## src/rtl/metric_memory_ctrl.sv

```systemverilog
// Stage sequencer for the ping-pong Viterbi path-metric memory: walks 16 write
// words per trellis stage, handshakes each stage with the ACS front end.
module metric_memory_ctrl #(
   parameter int FRAME_W     = 12,
   parameter int STAGE_WORDS = 16
) (
   input  logic               Clock1,
   input  logic               Reset,
   input  logic               start,
   input  logic [FRAME_W-1:0] frame_len,
   input  logic               abort,
   input  logic               sym_valid,
   output logic               sym_ready,
   output logic               Active,
   output logic               MMBlockSelect,
   output logic [3:0]         MMWriteAddress,
   output logic [2:0]         MMReadAddress,
   output logic [5:0]         Page,
   output logic               busy,
   output logic               stage_done,
   output logic               frame_done,
   output logic               tb_start,
   output logic [1:0]         fsm_state
);

   // Handshake: a stage is accepted on the rising edge where sym_valid and
   // sym_ready are both high; sym_ready is a pure decode of WAIT_SYM.

   typedef enum logic [1:0] {IDLE, WAIT_SYM, RUN, END} state_t;

   localparam logic [3:0] LAST_WORD = 4'(STAGE_WORDS - 1);
   localparam logic [5:0] PAGE_MAX  = 6'd63;

   state_t             state, state_next;
   logic [3:0]         word_cnt;
   logic [FRAME_W-1:0] stage_cnt;
   logic [FRAME_W-1:0] len_q;
   logic [FRAME_W-1:0] stage_inc;
   logic               last_stage;
   logic               take_start;
   logic               take_sym;
   logic               finish_stage;

   assign stage_inc  = stage_cnt + FRAME_W'(1);
   assign last_stage = (stage_inc == len_q);
   assign sym_ready  = (state == WAIT_SYM);
   assign fsm_state  = state;

   always_comb begin
      state_next   = state;
      take_start   = 1'b0;
      take_sym     = 1'b0;
      finish_stage = 1'b0;
      case (state)
         IDLE: begin
            if (start && (frame_len != '0)) begin
               state_next = WAIT_SYM;
               take_start = 1'b1;
            end
         end
         WAIT_SYM: begin
            if (sym_valid) begin
               state_next = RUN;
               take_sym   = 1'b1;
            end
         end
         RUN: begin
            if (word_cnt == LAST_WORD) state_next = END;
         end
         END: begin
            finish_stage = 1'b1;
            state_next   = last_stage ? IDLE : WAIT_SYM;
         end
         default: state_next = IDLE;
      endcase
      // abort overrides every transition and suppresses all side effects
      if (abort) begin
         state_next   = IDLE;
         take_start   = 1'b0;
         take_sym     = 1'b0;
         finish_stage = 1'b0;
      end
   end

   always_ff @(posedge Clock1) begin
      if (!Reset) begin
         state          <= IDLE;
         word_cnt       <= '0;
         stage_cnt      <= '0;
         len_q          <= '0;
         Active         <= 1'b0;
         MMBlockSelect  <= 1'b0;
         MMWriteAddress <= '0;
         MMReadAddress  <= '0;
         Page           <= '0;
         busy           <= 1'b0;
         stage_done     <= 1'b0;
         frame_done     <= 1'b0;
         tb_start       <= 1'b0;
      end else begin
         state      <= state_next;
         busy       <= (state_next != IDLE);
         Active     <= (state == RUN) && !abort;
         stage_done <= finish_stage;
         frame_done <= finish_stage && last_stage;
         tb_start   <= finish_stage && last_stage;

         if (state == RUN) begin
            MMWriteAddress <= word_cnt;
            MMReadAddress  <= word_cnt[3:1];
            word_cnt       <= word_cnt + 4'd1;
         end

         if (take_sym) word_cnt <= '0;

         if (take_start) begin
            len_q         <= frame_len;
            stage_cnt     <= '0;
            Page          <= '0;
            MMBlockSelect <= 1'b0;
         end

         // Page/block advance land together with stage_done, after the last write
         if (finish_stage) begin
            MMBlockSelect <= ~MMBlockSelect;
            stage_cnt     <= stage_inc;
            if (Page != PAGE_MAX) Page <= Page + 6'd1;
         end
      end
   end

endmodule
```

## config.mk

```make
export PLATFORM = sky130hd
export DESIGN_NAME = metric_memory_ctrl
export DESIGN_NICKNAME = d
export VERILOG_FILES = /design/src/rtl/metric_memory_ctrl.sv
export SDC_FILE = /design/constraint.sdc
export NUM_CORES = 1
export LEC_CHECK = 0
export CAP_MARGIN = 10
export CORE_ASPECT_RATIO = 1.4
export CORE_UTILIZATION = 30
export CTS_CLUSTER_DIAMETER = 100
export DETAILED_ROUTE_END_ITERATION = 6
export PLACE_DENSITY = 0.56
export SETUP_SLACK_MARGIN = 0.02
export SLEW_MARGIN = 20
export SYNTH_ARGS = -nofsm -noshare
export SYNTH_HDL_FRONTEND = slang
export SYNTH_SLANG_ARGS = --single-unit
export TNS_END_PERCENT = 100
```

## constraint.sdc

```tcl
create_clock -name Clock1 -period 2.55 [get_ports Clock1]
set_input_delay 0.51 -clock Clock1 [delete_from_list [all_inputs] [get_ports Clock1]]
set_output_delay 0.51 -clock Clock1 [all_outputs]
set_load 0.01 [all_outputs]
```

==> flow_metrics.tcl, run 1 <==
set metrics [dict create \
    max_freq_ghz 0.451 \
    post_place_instance_area_mm2 0.00289 \
    synth.ff_latch_count 45 \
    fillerInstances 802 \
    max-cap-violations 0 \
    wire_per_inst_um 14.6 \
    gp_congestion 0.920 \
    timing.hold.worst_path_depth 2 \
    netlist_instances 291 \
    max-vdd-ir-drop_mv 0.205 \
    layout.cells.most_common_list "sky130_fd_sc_hd__nand2_1 (47), sky130_fd_sc_hd__dfxtp_1 (45), sky130_fd_sc_hd__clkdlybuf4s50_1 (38), sky130_fd_sc_hd__nor2_1 (23), sky130_fd_sc_hd__o21ai_0 (22)" \
    worst_setup_path_start_kind "input port" \
    power.density_mw_per_mm2 436 \
    fp-row-count 38 \
    initial_utilization_pct 30.8 \
    syn_area_per_cell_um2 8.20 \
    via_count 2158 \
    synth_top_cells_by_area "sky130_fd_sc_hd__dfxtp_1 (38%), sky130_fd_sc_hd__nand2_1 (7.4%), sky130_fd_sc_hd__o21ai_0 (4.6%)" \
    mostFrequentLayoutCell "sky130_fd_sc_hd__nand2_1" \
    tightest_slew_ps 713 \
    ctsLongestPathBuffers 2 \
    coreArea_mm2 0.00775 \
    syn_nets 311 \
    synth-warning-count 0 \
    critical_path.n_buffers_inverters 1 \
    synth_seq_area_share_pct 37.7 \
    critical_path_required_ps 2780 \
    grt_pass1_vias 2164 \
    finalSetupViolations 0 \
    cpPeakStageDelay_ps 550 \
    insertion_delay_to_the_later_sink_of_the_worst_skew_pair_ps 310 \
    cts-buffers-inserted 5 \
    global_route.usage.total_pct 16.4 \
    slew_violations 0 \
    tritoncts "yes" \
    die-area_mm2 0.00832 \
    path_cells "clkdlybuf4s50_1 -> or4_4 -> o31ai_4 -> nor4_2 -> nor2_4 -> o21ai_0 -> a21boi_0" \
    critPathKind "input port to register" \
    cellLeakagePower_nw 1.06 \
    ctsHtreeMaxLevel 2 \
    ctsRootBufferMaster "sky130_fd_sc_hd__clkbuf_8" \
    slew_headroom_pct 52.0 \
    antenna_found_initial 0 \
    timing.final.crit_period_ps 2220 \
    drt-pass1-iter-count 4 \
    clock-skew-final_ps 3.97 \
    clock_sink_count 45 \
    syn_to_final_growth_pct 24.3 \
    number_of_enable_type_register_cells_in_the_synthesized_netlist 0 \
    dp_hpwl_um 4780 \
    count_of_distinct_cell_types_in_the_synthesized_netlist 53 \
    post-synth-top-area-cell "sky130_fd_sc_hd__dfxtp_1" \
    drtAntennaViolNets 0 \
    mappedNetlistArea_mm2 0.00239 \
    num_antenna_cells 0 \
    grt_pass1_wl_um 10700 \
    worst_hold_slack_ps 482 \
    dieHeight_um 108 \
    grt_max_degree 21 \
    worst-r2r-cell-count 7 \
    critical_path.top_delay_family "simple AND/OR/NAND/NOR gates" \
    ios 39 \
    timing.critical_path.arrival_ps 2440 \
    dieWidth_um 77.4 \
    instances_no_fill 430 \
    end_kind "register" \
    post-cts-setup-buffers 0 \
    setup_repair_after_global_routing_missed_its_margin "no" \
    clkSlewWorstSetupHoldPaths_ps 90 \
    initial_drc_count 78 \
    fin_area_mm2 0.00297 \
    post-place-cells 422 \
    grt_remaining_overflow 0 \
    post_route_cells_drive_above_1_share_pct 10.0 \
    final_core_utilization_pct 38.3 \
    fin_nets 349 \
    critical_path_peak_fanout 9 \
    route.detailed.vias_per_inst 5.02 \
    ys.flop_type "sky130_fd_sc_hd__dfxtp_1" \
    io_buffer_count 38 \
    final_hold_viol_count 0 \
    yosysTopAreaCellShare_pct 37.7 \
    run_status "completed" \
    report.power.total_mw 1.30 \
    quantity_of_hold_fixing_buffers_added_after_cts 0 \
    remaining_drc_errors 0 \
    worst-path-stages 7 \
    final.period_utilization_pct 86.9 \
    cts.repair.resized 0 \
    synth_async_sr_flop_share_pct 0 \
    timing.hold.worst.class "register to register" \
    route.final.wire_length_um 6290 \
    critical-path-slowest-cell "sky130_fd_sc_hd__or4_4" \
]
synth_stat cells, types with 3 or more instances:
cell,count
sky130_fd_sc_hd__nand2_1,47
sky130_fd_sc_hd__dfxtp_1,45
sky130_fd_sc_hd__nor2_1,23
sky130_fd_sc_hd__o21ai_0,22
sky130_fd_sc_hd__a21boi_0,13
sky130_fd_sc_hd__a21boi_1,11
sky130_fd_sc_hd__clkbuf_1,9
sky130_fd_sc_hd__xor2_1,9
sky130_fd_sc_hd__nor2b_1,8
sky130_fd_sc_hd__xnor2_1,8
sky130_fd_sc_hd__a21oi_1,7
sky130_fd_sc_hd__a31oi_1,6
sky130_fd_sc_hd__nand3_1,6
sky130_fd_sc_hd__buf_4,5
sky130_fd_sc_hd__nand3b_1,5
sky130_fd_sc_hd__nor3_1,5
sky130_fd_sc_hd__and2_1,4
sky130_fd_sc_hd__buf_2,4
sky130_fd_sc_hd__nand4_1,4
sky130_fd_sc_hd__and3_1,3
sky130_fd_sc_hd__ha_1,3
sky130_fd_sc_hd__inv_1,3
sky130_fd_sc_hd__or3_1,3
sky130_fd_sc_hd__or4_1,3
stage by stage:
| stage | TNS (ps) | setup slack, ps |
|---|---|---|
| final | 0 | 334 |
| after global routing | 0 | 194 |
| after CTS | 0 | 304 |
| after detailed placement | -13.4 | -13.4 |
| after global placement | 0 | 49.5 |
| after floorplan | 0 | 608 |
area by class of cell:
| type | count | area, um^2 | share of cell area (%) |
|---|---|---|---|
| inverters | 3 | 11.3 | 0.379 |
| multi-input cells | 222 | 1360 | 45.9 |
| clock buffers | 6 | 72.6 | 2.45 |
| well taps | 100 | 125 | 4.22 |
| clock inverters | 2 | 10.0 | 0.337 |
| flip-flops and latches | 45 | 901 | 30.4 |
| repair buffers | 52 | 485 | 16.4 |
worst paths after layout:
path,from,endpoint,slack [ps]
hold reg to reg,MMWriteAddress[0],MMWriteAddress[0],480
setup reg to reg,stage_cnt[0],busy,420
setup / recovery,frame_len[0],stage_cnt[9],330
hold / removal,MMWriteAddress[0],MMWriteAddress[0],480
where the power goes:
group	leakage (nW)	switching, mW	internal [mW]
Combinational	0.646	0.0577	0.0682
Clock	0.0450	0.251	0.190
Sequential	0.364	0.0140	0.713
Total	1.06	0.323	0.972
per-layer routing:
| layer | part of all wire [%] | GRT usage, % |
|---|---|---|
| met1 | 42 | 17.9 |
| met4 | 2.3 | 6.20 |
| met3 | 3.2 | 2.88 |
| met5 | 0 | 0 |
| met2 | 53 | 31.1 |
worst register-to-register path, cell delays in order, from the launching register on:
cell,delay (ps)
sky130_fd_sc_hd__dfxtp_1,450
sky130_fd_sc_hd__ha_1,220
sky130_fd_sc_hd__nand3_1,220
sky130_fd_sc_hd__or3_1,420
sky130_fd_sc_hd__o21ai_0,200
sky130_fd_sc_hd__a211oi_1,70
sky130_fd_sc_hd__and4_4,220
sky130_fd_sc_hd__a311oi_2,250
state kept, by name (all words and copies together) (netlist names), 2 cells and up:
name / count
MMWriteAddress: 4
Page: 6
fsm_state: 2
len_q: 12
stage_cnt: 12
word_cnt: 4
cell families (layout without fill, tap and decap cells):
family	count (synthesis)	count (layout)	share of synthesized area (%)
xor gates and xnor gates	17	17	6.24
adders and majority gates	3	3	1.57
muxes	2	2	0.839
DFF	45	45	37.7
and+or+nand+nor	124	124	26.5
AOI/OAI and AO/OA	76	76	21.9
buffers and inverters	24	63	5.19
Power figures use the tool's default switching activity.
==> run 2: changes to the inputs <==
- CORE_UTILIZATION: 30 -> 43
- PLACE_DENSITY: 0.56 -> 0.73
==> run 2 against run 1 <==
Against the previous run: sequential cell count stayed put; register-to-register slack worse by 80 ps; die area is 30% lower; largest cell class unchanged; utilization is 17 points higher; setup slack better by 3.5 ps; via count is 0.65% higher; sequential power hardly changed; clock-buffer cell count stayed put; first-iteration DRC count is 51% higher.
==> flow_metrics.tcl, run 2 (same netlist as run 1, synthesis figures left out) <==
set metrics [dict create \
    coreArea_mm2 0.00528 \
    global_route.usage.met1_pct 24.2 \
    initial_utilization_pct 45.3 \
    timing.final.crit_period_ps 2210 \
    critical_path_peak_fanout 7 \
    route.final.wire_length_um 5850 \
    worst_r2r_endpoint "busy" \
    setup_slack_ps 337 \
    timing.hold.worst_endpoint "MMWriteAddress[0]" \
    critical_path.top_delay_family "simple AND/OR/NAND/NOR gates" \
    drtAntennaViolNets 0 \
    setup_repair_after_global_routing_missed_its_margin "no" \
    ctsHtreeMaxLevel 2 \
    ctsLongestPathBuffers 2 \
    fin_nets 347 \
    insertion_delay_to_the_later_sink_of_the_worst_skew_pair_ps 300 \
    gp_congestion 0.971 \
    cpPeakStageDelay_ps 460 \
    via_count 2172 \
    ctsRootBufferMaster "sky130_fd_sc_hd__clkbuf_8" \
    dieWidth_um 65.0 \
    layout.cells.most_common_list "sky130_fd_sc_hd__nand2_1 (47), sky130_fd_sc_hd__dfxtp_1 (45), sky130_fd_sc_hd__clkdlybuf4s50_1 (38), sky130_fd_sc_hd__nor2_1 (23), sky130_fd_sc_hd__o21ai_0 (22)" \
    worst_hold_slack_ps 472 \
    r2r-start "stage_cnt[0]" \
    worst-r2r-setup-slack_ps 340 \
    ios 39 \
    syn_to_final_growth_pct 22.4 \
    fp-row-count 31 \
    cellLeakagePower_nw 1.05 \
    post_place_instance_area_mm2 0.00284 \
    tightest_slew_ps 702 \
    critical_path.n_buffers_inverters 0 \
    quantity_of_hold_fixing_buffers_added_after_cts 0 \
    met2_usage_pct 39.4 \
    route.detailed.vias_per_inst 5.51 \
    grt_pass1_vias 2120 \
    global_route.usage.total_pct 21.8 \
    post-cts-setup-buffers 0 \
    grt_use_met3_pct 4.06 \
    mostFrequentLayoutCell "sky130_fd_sc_hd__nand2_1" \
    instances_no_fill 394 \
    timing.hold.worst.class "register to register" \
    max-vdd-ir-drop_mv 0.281 \
    initial_drc_count 118 \
    dieHeight_um 90.2 \
    final.period_utilization_pct 86.8 \
    worst-r2r-cell-count 7 \
    dp_hpwl_um 4470 \
    max_freq_ghz 0.452 \
    end_kind "register" \
    grt_pass1_wl_um 9890 \
    reg.largest.list "len_q: 12 flops, stage_cnt: 12 flops, Page: 6 flops" \
    finalSetupViolations 0 \
    grt_remaining_overflow 0 \
    critical-path-slowest-cell "sky130_fd_sc_hd__dfxtp_1" \
    clock-skew-final_ps 7.28 \
    post-place-cells 386 \
    fin_area_mm2 0.00292 \
    antenna_found_initial 0 \
    tns_setup_ps 0 \
    power.density_mw_per_mm2 439 \
    hold_startpoint "MMWriteAddress[0]" \
    remaining_drc_errors 0 \
    post_route_cells_drive_above_1_share_pct 9.45 \
    final_hold_viol_count 0 \
    critPathKind "register to register" \
    wire_per_inst_um 14.8 \
    clkSlewWorstSetupHoldPaths_ps 80 \
    clock_sink_count 45 \
    preCtsSetupSlack_ps 11.1 \
    grt_busiest_layer "met2" \
    critical_path_required_ps 2770 \
    max-cap-violations 0 \
    cts-buffers-inserted 5 \
    timing.critical_path.arrival_ps 2430 \
    path_cells "ha_1 -> nand3_1 -> or3_1 -> o21ai_0 -> a211oi_1 -> and4_4 -> a311oi_2" \
    slew_violations 0 \
    grt_max_degree 23 \
    num_antenna_cells 0 \
    cts.repair.resized 0 \
    die-area_mm2 0.00586 \
    io_buffer_count 38 \
    tritoncts "yes" \
    timing.hold.worst_path_depth 2 \
    run_status "completed" \
    slew_headroom_pct 52.8 \
    drt-pass1-iter-count 4 \
    worst_setup_path_start_kind "register" \
]
-- run 2: cell types whose count changed in the layout (fill, tap and decap cells not counted) --
cell,change
sky130_fd_sc_hd__buf_12,+1
sky130_fd_sc_hd__buf_4,-3
-- run 2: tightest hold or removal path, stage by stage (launching register included) --
cell and delay, ps:
sky130_fd_sc_hd__dfxtp_1 320, sky130_fd_sc_hd__nand2_1 40, sky130_fd_sc_hd__a21boi_0 70
-- run 2: area by class of cell --
type                    instances  area (um^2)
fillers                       545         2350
multi-input cells             222         1360
flip-flops and latches         45          901
repair buffers                 50          483
well taps                      66         82.6
clock buffers                   6         72.6
inverters                       3         11.3
clock inverters                 2         10.0
-- run 2: metal layers --
metal | vias up | share of wire (%)
met1 | 1013 | 42
met3 | 10 | 3.5
met4 | 0 | 2.3
met5 | - | 0
li1 | 1089 | -
met2 | 60 | 53
-- run 2: worst max-delay path by stage --
stage	endpoint	start	cells after the start	slack, ps
after floorplan	len_q[7]	frame_len[3]	7	610
after global placement	stage_cnt[3]	frame_len[3]	7	60
after detailed placement	stage_cnt[2]	frame_len[3]	7	10
after CTS	stage_cnt[3]	frame_len[3]	7	330
after global routing	stage_cnt[2]	frame_len[3]	7	150
final	busy	stage_cnt[0]	7	340
-- run 2: metrics by stage --
step                      total power [mW]  utilization, %
final                                 1.28            55.4
after CTS                             1.30            55.4
after floorplan                      0.808               -
after global routing                  1.34            55.4
after global placement               0.870            53.8
after detailed placement             0.871            53.8
-- run 2: power breakdown --
part | internal [mW] | switching [mW] | total (mW)
Combinational | 0.0695 | 0.0576 | 0.127
Sequential | 0.713 | 0.0138 | 0.727
Clock | 0.190 | 0.238 | 0.428
